File: src/rtl/range_level_generator.sv
// Converts a 2-bit range class into a 7-bit level that ramps, one prescaled step at a time, to the class's representative value.
// Optional RANGE_LEVEL_GEN_FAST_STEP_EN selects 4-unit steps instead of 1.
module range_level_generator #(
    parameter int PRESCALE   = 4,
    parameter int INIT_VALUE = 0,
    parameter int TARGET0    = 16,
    parameter int TARGET1    = 48,
    parameter int TARGET2    = 80,
    parameter int TARGET3    = 112
) (
    input  logic       clk,
    input  logic       rst,
    input  logic [1:0] class_in,
    input  logic       class_valid,
    output logic       class_ready,
    output logic [6:0] number,
    output logic       busy,
    output logic       done
);

`ifdef RANGE_LEVEL_GEN_FAST_STEP_EN
    localparam logic [6:0] STEP = 7'd4;
`else
    localparam logic [6:0] STEP = 7'd1;
`endif

    localparam logic [7:0] PS_LAST = 8'(PRESCALE - 1);
    localparam logic [6:0] INIT    = 7'(INIT_VALUE);

    typedef enum logic {IDLE, RAMP} state_t;

    state_t     state;
    logic [7:0] prescaler;
    logic [6:0] target;
    logic [6:0] sel_target;
    logic [6:0] next_number;

    always_comb begin
        case (class_in)
            2'd0:    sel_target = 7'(TARGET0);
            2'd1:    sel_target = 7'(TARGET1);
            2'd2:    sel_target = 7'(TARGET2);
            default: sel_target = 7'(TARGET3);
        endcase
    end

    // Move one step toward target; a remaining gap smaller than STEP snaps exactly,
    // so the subtraction never wraps past 0 or 127.
    always_comb begin
        next_number = number;
        if (target > number)
            next_number = ((target - number) < STEP) ? target : number + STEP;
        else if (target < number)
            next_number = ((number - target) < STEP) ? target : number - STEP;
    end

    assign class_ready = (state == IDLE) && !rst;

    always_ff @(posedge clk) begin
        if (rst) begin
            state     <= IDLE;
            number    <= INIT;
            target    <= INIT;
            prescaler <= '0;
            busy      <= 1'b0;
            done      <= 1'b0;
        end else begin
            done <= 1'b0;
            case (state)
                IDLE: begin
                    if (class_valid) begin
                        target    <= sel_target;
                        prescaler <= '0;
                        if (sel_target == number) begin
                            done <= 1'b1;
                        end else begin
                            state <= RAMP;
                            busy  <= 1'b1;
                        end
                    end
                end
                RAMP: begin
                    if (prescaler == PS_LAST) begin
                        prescaler <= '0;
                        number    <= next_number;
                        if (next_number == target) begin
                            state <= IDLE;
                            busy  <= 1'b0;
                            done  <= 1'b1;
                        end
                    end else begin
                        prescaler <= prescaler + 8'd1;
                    end
                end
                default: state <= IDLE;
            endcase
        end
    end

endmodule
File: config.mk
export PLATFORM = sky130hd
export DESIGN_NAME = range_level_generator
export DESIGN_NICKNAME = d
export VERILOG_FILES = /design/src/rtl/range_level_generator.sv
export SDC_FILE = /design/constraint.sdc
export NUM_CORES = 1
export LEC_CHECK = 0
export ABC_AREA = 1
export BUFFER_PORTS_ARGS = -buffer_cell sky130_fd_sc_hd__buf_2
export CAP_MARGIN = 20
export CORE_MARGIN = 1
export CORE_UTILIZATION = 50
export CTS_CLUSTER_DIAMETER = 40
export DETAILED_ROUTE_END_ITERATION = 8
export GPL_TIMING_DRIVEN = 1
export HOLD_SLACK_MARGIN = 0.15
export PLACE_DENSITY = 0.75
export RECOVER_POWER = 50
export SKIP_CTS_REPAIR_TIMING = 1
export SYNTH_ARGS = -nofsm -noshare
export SYNTH_HDL_FRONTEND = slang
export SYNTH_SLANG_ARGS = --single-unit
File: constraint.sdc
create_clock -name clk -period 7.7 [get_ports clk]
set_input_delay 0.385 -clock clk [delete_from_list [all_inputs] [get_ports clk]]
set_output_delay 0.385 -clock clk [all_outputs]
set_load 0.05 [all_outputs]
==> run_results.csv, run 1 <==
group,metric,value,unit
cts,clk_latency,0.30,ns
setup_path,cp-start-kind,"flip-flop",
placed_design,numPortBuffers,14,
drt,vias_per_cell,5.314,
logic_synthesis,synthTopCellsByArea,"dfxtp_1 23%, nand2_1 12%, nand3_1 7.8%",
drt,dr.pass1.iters,4,
floorplanning,dieArea,0.003822,mm2
min_path,hold_class,"in -> reg",
timing,min_period,2.824,ns
logic_synthesis,yosysMostFrequentCell,"nand2_1",
logic_synthesis,ys_seq_elements,21,
power,ir_drop,0.00007620,V
timing,fmax,0.3542,GHz
cells_and_area,diodes,0,
timing,finalSetupViolCount,0,
grt,grt_start_max_net_pins,16,
logic_synthesis,synth_edf_count,0,
logic_synthesis,synthAdderAreaFrac,6.014,%
cells_and_area,fin_cells,331,
cells_and_area,fin_nets,299,
placed_design,place_hpwl,3.291,mm
logic_synthesis,yosys.cell_types.count,37,
logic_synthesis,synthCells,271,
cts,cts_sinks,21,
cells_and_area,design_area,0.001906,mm2
drt,drt-initial-drc-count,121,
timing,relSlewSlack,43.86,%
logic_synthesis,synth-xor-area-share,2.937,%
grt,grt_pass1_wl,6.824,mm
setup_path,crit_arrival,3.03,ns
cts,cts_buffer_depth,2,
setup_path,crit_top_cell,"nand2_1",
power,total_power,307.6,uW
floorplanning,initial_core_util,52.79,%
floorplanning,row_count,21,
setup_path,path_cells,"inv_1, ha_1, fa_1, o21ai_1, a21oi_2, nand2_2, nand2_1, nand2_1, a21oi_2, nand2_1, nand2_1, nand2_1, nor2_2, nand2_1, o21bai_1, nand2_1",
grt,grt_pass1_vias,1522,
placed_design,placed_cells,327,
logic_synthesis,async_reset_ff_share,0,%
floorplanning,die_x,61.82,um
timing,rsz0062_at_grt,"no",
logic_synthesis,synth_area,0.001789,mm2
setup_path,crit_type,"reg -> reg",
drt,ant_nets,0,
timing,worst_pin_slew,0.8208,ns
logic_synthesis,synth-simple-area-share,41.26,%
placed_design,placed_area,0.001889,mm2
cts,cts_inserted_buffers,3,
cts,tritoncts,"done",
grt,grt_overflow,0,
grt,antenna_found_initial,0,
floorplanning,chipHeight,61.82,um
cts,path_clk_slew,0.12,ns
logic_synthesis,synth-compound-area-share,16.43,%
setup_path,cp.required,7.91,ns
power,p_per_area,161.4,mW/mm2
logic_synthesis,synthTopCellsByCount,"59 x nand2_1, 31 x inv_1, 28 x nand3_1",
logic_synthesis,synth_ff_type,"dfxtp_1",
timing,tns,0,ns
logic_synthesis,synth_mux_area_share,0,%
cts,cts_htree_levels,1,
flow_run,maxCapViolations,0,
setup_path,worstPathMaxFanout,8,
cells_and_area,syn_to_final_growth,6.504,%
status,outcome,"finished, final reports clean",
timing,finClkSkew,0.007973,ns
power,p_leak,0.0008877,uW
drt,wirelength,4.153,mm
logic_synthesis,synth_top_area_share,23.50,%
setup_path,endpoint_kind,"flip-flop",
floorplanning,ios,15,
logic_synthesis,synth-warning-count,0,
setup_path,cp_slowest_cell,"dfxtp_1",
logic_synthesis,yosysTopAreaCell,"dfxtp_1",
cts,root_buffer,"clkbuf_4",
cells_and_area,final_util,56.22,%
floorplanning,coreArea,0.003390,mm2
timing,final_hold_viol_count,0,
logic_synthesis,synth_area_per_cell,6.602,um2
cells_and_area,drive_above_1_share,16.14,%
drt,drc,0,
timing,final.period_utilization,36.67,%
logic_synthesis,syn-num-nets,284,
placed_design,gp_congestion,0.8828,
drt,avgRoutedWirePerCell,12.55,um
setup_path,max_stage_delay,0.51,ns
timing,slew_viol_final,0,
logic_synthesis,synth_seq_area_share,23.50,%
drt,vias,1759,
logic_synthesis,synth_top_family_by_area,"simple AND/OR/NAND/NOR gates",
grt,track_usage,24.02,%
## where the power goes
part / leakage, uW / total, uW / switching (uW) / internal, uW
Clock: 0.0000177 / 52.0 / 32.7 / 19.4
Sequential: 0.000171 / 120 / 6.49 / 113
Combinational: 0.000699 / 136 / 91.5 / 44.5
## worst paths after layout
kind                                                start                   endpoint  slack [ns]  depth (start not counted)
worst min-delay path                          class_valid            done$_SDFF_PP0_        0.39                          3
worst min register to register  prescaler[7]$_SDFFE_PP0P_  prescaler[7]$_SDFFE_PP0P_        0.47                          2
worst max register to register     number[4]$_SDFFE_PP0P_          busy$_SDFFE_PP0P_        4.88                         16
worst max-delay path               number[4]$_SDFFE_PP0P_          busy$_SDFFE_PP0P_        4.88                         16
## routing by layer
metal | share of wire, % | wire length (um) | GRT usage, %
met3 | 5.7 | 237 | 3.727
met5 | 0 | 0 | 0
met1 | 47 | 1953 | 32.41
met4 | 1.6 | 66 | 6.667
met2 | 46 | 1896 | 39.78
## area by class of cell
cell class,count,area [um2]
well taps,46,57.56
multi-input cells,207,1192
clock buffers,3,22.52
repair buffers,14,58.81
fillers,330,1484
flip-flops and latches,21,420.4
inverters,39,148.9
clock inverters,1,5.005
## critical path: cells and delay by family (launching register included)
family	cells	cell delay, ns
adders and majority gates	2	0.74
and+or+nand+nor	9	0.74
AOI/OAI and AO/OA	4	0.53
DFF	1	0.51
buffers and inverters	1	0.22
## per-stage QoR
step	setup WS (ns)	hold slack, ns
CTS	4.902	0.3724
floorplan	4.804	0.4451
finish	4.876	0.3874
global placement	4.970	0.4549
global route	4.657	0.4124
detailed placement	4.909	0.4574
## sequential cells by signal, summed over array words and instances (netlist names)
signal and flops:
busy 1, number 7, target 3, state 1, done 1, prescaler 8
## kinds of logic (layout without fill, tap and decap cells)
| logic type | Yosys count | count (layout) |
|---|---|---|
| AOI/OAI and AO/OA | 51 | 51 |
| xor gates and xnor gates | 6 | 6 |
| adders and majority gates | 8 | 8 |
| buffers and inverters | 43 | 57 |
| DFF | 21 | 21 |
| and+or+nand+nor | 142 | 142 |
## placed cells by master, fill, tap and decap left out, types with 2 or more instances in the layout
| cell type | n |
|---|---|
| clkbuf_4 | 3 |
| clkbuf_1 | 9 |
| o21ai_0 | 19 |
| dfxtp_1 | 21 |
| nand4_1 | 6 |
| nor2_2 | 2 |
| nor3_1 | 4 |
| xor2_1 | 6 |
| inv_1 | 31 |
| a221oi_1 | 2 |
| nand3_1 | 28 |
| nor2_1 | 16 |
| ha_1 | 7 |
| buf_2 | 5 |
| nor2_4 | 4 |
| inv_2 | 5 |
| a21oi_1 | 19 |
| nand2_2 | 9 |
| a21oi_2 | 3 |
| clkinv_1 | 2 |
| o21ai_1 | 2 |
| nand2_1 | 59 |
| nand3_2 | 8 |
| nor3_2 | 2 |
Note: power is estimated with default switching activity, not from simulation.
==> inputs of run 2 (changes only) <==
--- a/config.mk
+++ b/config.mk
@@ -14,7 +14,7 @@
 export DETAILED_ROUTE_END_ITERATION = 8
 export GPL_TIMING_DRIVEN = 1
 export HOLD_SLACK_MARGIN = 0.15
-export PLACE_DENSITY = 0.75
+export PLACE_DENSITY = 0.77
 export RECOVER_POWER = 50
 export SKIP_CTS_REPAIR_TIMING = 1
 export SYNTH_ARGS = -nofsm -noshare
==> constraint.sdc (replaced) <==
create_clock -name clk -period 2.25 [get_ports clk]
set_input_delay 0.1125 -clock clk [delete_from_list [all_inputs] [get_ports clk]]
set_output_delay 0.1125 -clock clk [all_outputs]
set_load 0.05 [all_outputs]
==> run 2 against run 1 <==
  * The run now ends with setup timing left
  * Setup slack got worse by 5.1 ns
  * Die area did not move
  * Non-clock buffer count rose by 25
==> run_results.csv, run 2 (synthesis gave the netlist of run 1 again) <==
group,metric,value,unit
floorplanning,row_count,21,
status,outcome,"complete, but fails checks",
drt,vias,1896,
timing,relSlewSlack,50.27,%
timing,setup_ws,-0.1955,ns
status,violations,"setup timing",
timing,final.period_utilization,108.7,%
power,switching_power,485.0,uW
timing,whs,0.1593,ns
cts,tritoncts,"done",
floorplanning,coreArea,0.003390,mm2
cts,cts_inserted_buffers,3,
setup_path,endpoint_kind,"flip-flop",
timing,finClkSkew,0.009108,ns
cells_and_area,top_regs,"prescaler (8), number (7), target (3)",
drt,drt-initial-drc-count,82,
timing,slew_viol_final,0,
setup_path,crit_arrival,2.64,ns
floorplanning,ios,15,
floorplanning,chipHeight,61.82,um
cells_and_area,diodes,0,
setup_path,crit_type,"reg -> reg",
grt,grt_start_max_net_pins,16,
flow_run,maxCapViolations,0,
power,p_leak,0.001025,uW
drt,vias_per_cell,5.326,
placed_design,place_hpwl,3.383,mm
cells_and_area,syn_to_final_growth,21.54,%
cts,cts_buffer_depth,2,
grt,antenna_found_initial,0,
cts,cts_htree_levels,1,
cts,path_clk_slew,0.12,ns
power,intPower,687.1,uW
grt,grt_pass1_vias,1562,
cells_and_area,regArea,435.4,um2
grt,track_usage,23.40,%
cells_and_area,nFillCells,295,
setup_path,worstPathMaxFanout,5,
placed_design,numPortBuffers,14,
cells_and_area,drive_above_1_share,28.39,%
power,total_power,1172,uW
timing,min_period,2.445,ns
drt,drc,0,
placed_design,placed_area,0.002077,mm2
min_path,min_path_cells,3,
setup_path,worst_r2r_path_depth,15,
timing,worst_pin_slew,0.7403,ns
floorplanning,initial_core_util,52.79,%
power,share_comb_of_total_power,50.4,%
setup_path,r2r_start,"number[4]$_SDFFE_PP0P_",
cts,clk_latency,0.30,ns
setup_path,reg2reg_slack,-0.20,ns
grt,grt_pass1_wl,6.734,mm
drt,ant_nets,0,
cts,cts_sinks,21,
power,p_per_area,539.0,mW/mm2
power,ir_drop,0.0003813,V
cells_and_area,design_area,0.002175,mm2
timing,finalSetupViolCount,4,
cells_and_area,regMostFlops,"prescaler",
drt,avgRoutedWirePerCell,12.44,um
timing,final_hold_viol_count,0,
floorplanning,die_x,61.82,um
min_path,hold_class,"in -> reg",
cells_and_area,final_cell_mix,"55 x nand2_1, 30 x inv_1, 27 x nand3_1",
power,swShare,41.38,%
drt,dr.pass1.iters,4,
power,seqPwrFrac,34.6,%
setup_path,r2r-end,"busy$_SDFFE_PP0P_",
setup_path,cp.required,2.45,ns
cells_and_area,final_util,64.16,%
min_path,hp-start,"class_in[0]",
floorplanning,dieArea,0.003822,mm2
cells_and_area,largest_reg_flops,8,
cts,root_buffer,"clkbuf_4",
setup_path,cp-start-kind,"flip-flop",
placed_design,place_ws,-0.1372,ns
min_path,hold_end,"target[5]$_SDFFE_PP0P_",
drt,wirelength,4.427,mm
cells_and_area,fin_nets,324,
grt,grt_overflow,0,
timing,fmax,0.4089,GHz
placed_design,gp_congestion,0.8899,
timing,rsz0062_at_grt,"yes",
power,clkPwrFrac,15.1,%
cells_and_area,final_common_cell,"nand2_1",
cells_and_area,multiInputGateArea,0.001250,mm2
==> run 2: cell types whose count changed in the layout (fill, tap and decap cells not counted), sizes merged <==
cell and change:
clkinv -1, buf +23, inv +1, dlygate4sd3 +1, clkbuf +1
==> run 2: through the flow <==
| stage | setup TNS [ns] | cells |
|---|---|---|
| 2_1_floorplan | -0.2492 | 271 |
| 3_3_place_gp | -0.03425 | 348 |
| 3_5_place_dp | -0.2996 | 348 |
| 4_1_cts | -0.3698 | 352 |
| 5_1_grt | -1.009 | 356 |
| 6_report | -0.4969 | 356 |
==> run 2: how the worst max path moves through the flow <==
stage / depth (start not counted) / from / end
after floorplan: 16 / number[4]$_SDFFE_PP0P_ / busy$_SDFFE_PP0P_
after global placement: 17 / target[4]$_SDFFE_PP0P_ / busy$_SDFFE_PP0P_
after detailed placement: 15 / number[5]$_SDFFE_PP0P_ / busy$_SDFFE_PP0P_
after CTS: 15 / number[5]$_SDFFE_PP0P_ / busy$_SDFFE_PP0P_
after global routing: 16 / number[4]$_SDFFE_PP0P_ / busy$_SDFFE_PP0P_
final: 15 / number[4]$_SDFFE_PP0P_ / busy$_SDFFE_PP0P_
==> run 2: final cells by class <==
class / count / area share [%]
clock inverter: 1 / 0.2301
clock buffer: 3 / 1.036
inverter: 39 / 7.192
sequential: 21 / 20.02
tap: 46 / 2.647
timing repair buffer: 39 / 11.39
multi-input combinational: 207 / 57.48
==> run 2: critical path, stage by stage (launching register included) <==
cell,delay [ns]
dfxtp_4,0.39
inv_6,0.04
ha_4,0.14
fa_1,0.47
o21ai_1,0.07
a21oi_2,0.18
nand2_2,0.13
buf_4,0.17
nand3_1,0.08
nand2_1,0.08
nor2_1,0.12
nand2_1,0.11
nor2_4,0.11
nand2_2,0.06
o21bai_1,0.13
nand2_1,0.06
==> run 2: power by group through the flow <==
stage	clock network, uW	registers (uW)	logic [uW]
2_1_floorplan	0	418	373
3_3_place_gp	0	412	527
3_5_place_dp	0	412	534
4_1_cts	182	404	536
5_1_grt	204	407	647
6_report	177	405	590
==> run 2: metal layers <==
layer | GRT usage, % | up-vias | share of wire (%)
li1 | - | 979 | -
met3 | 2.484 | 6 | 3.5
met2 | 41.78 | 42 | 49
met4 | 2.540 | 0 | 0.77
met1 | 31.40 | 869 | 46
met5 | 0 | - | 0
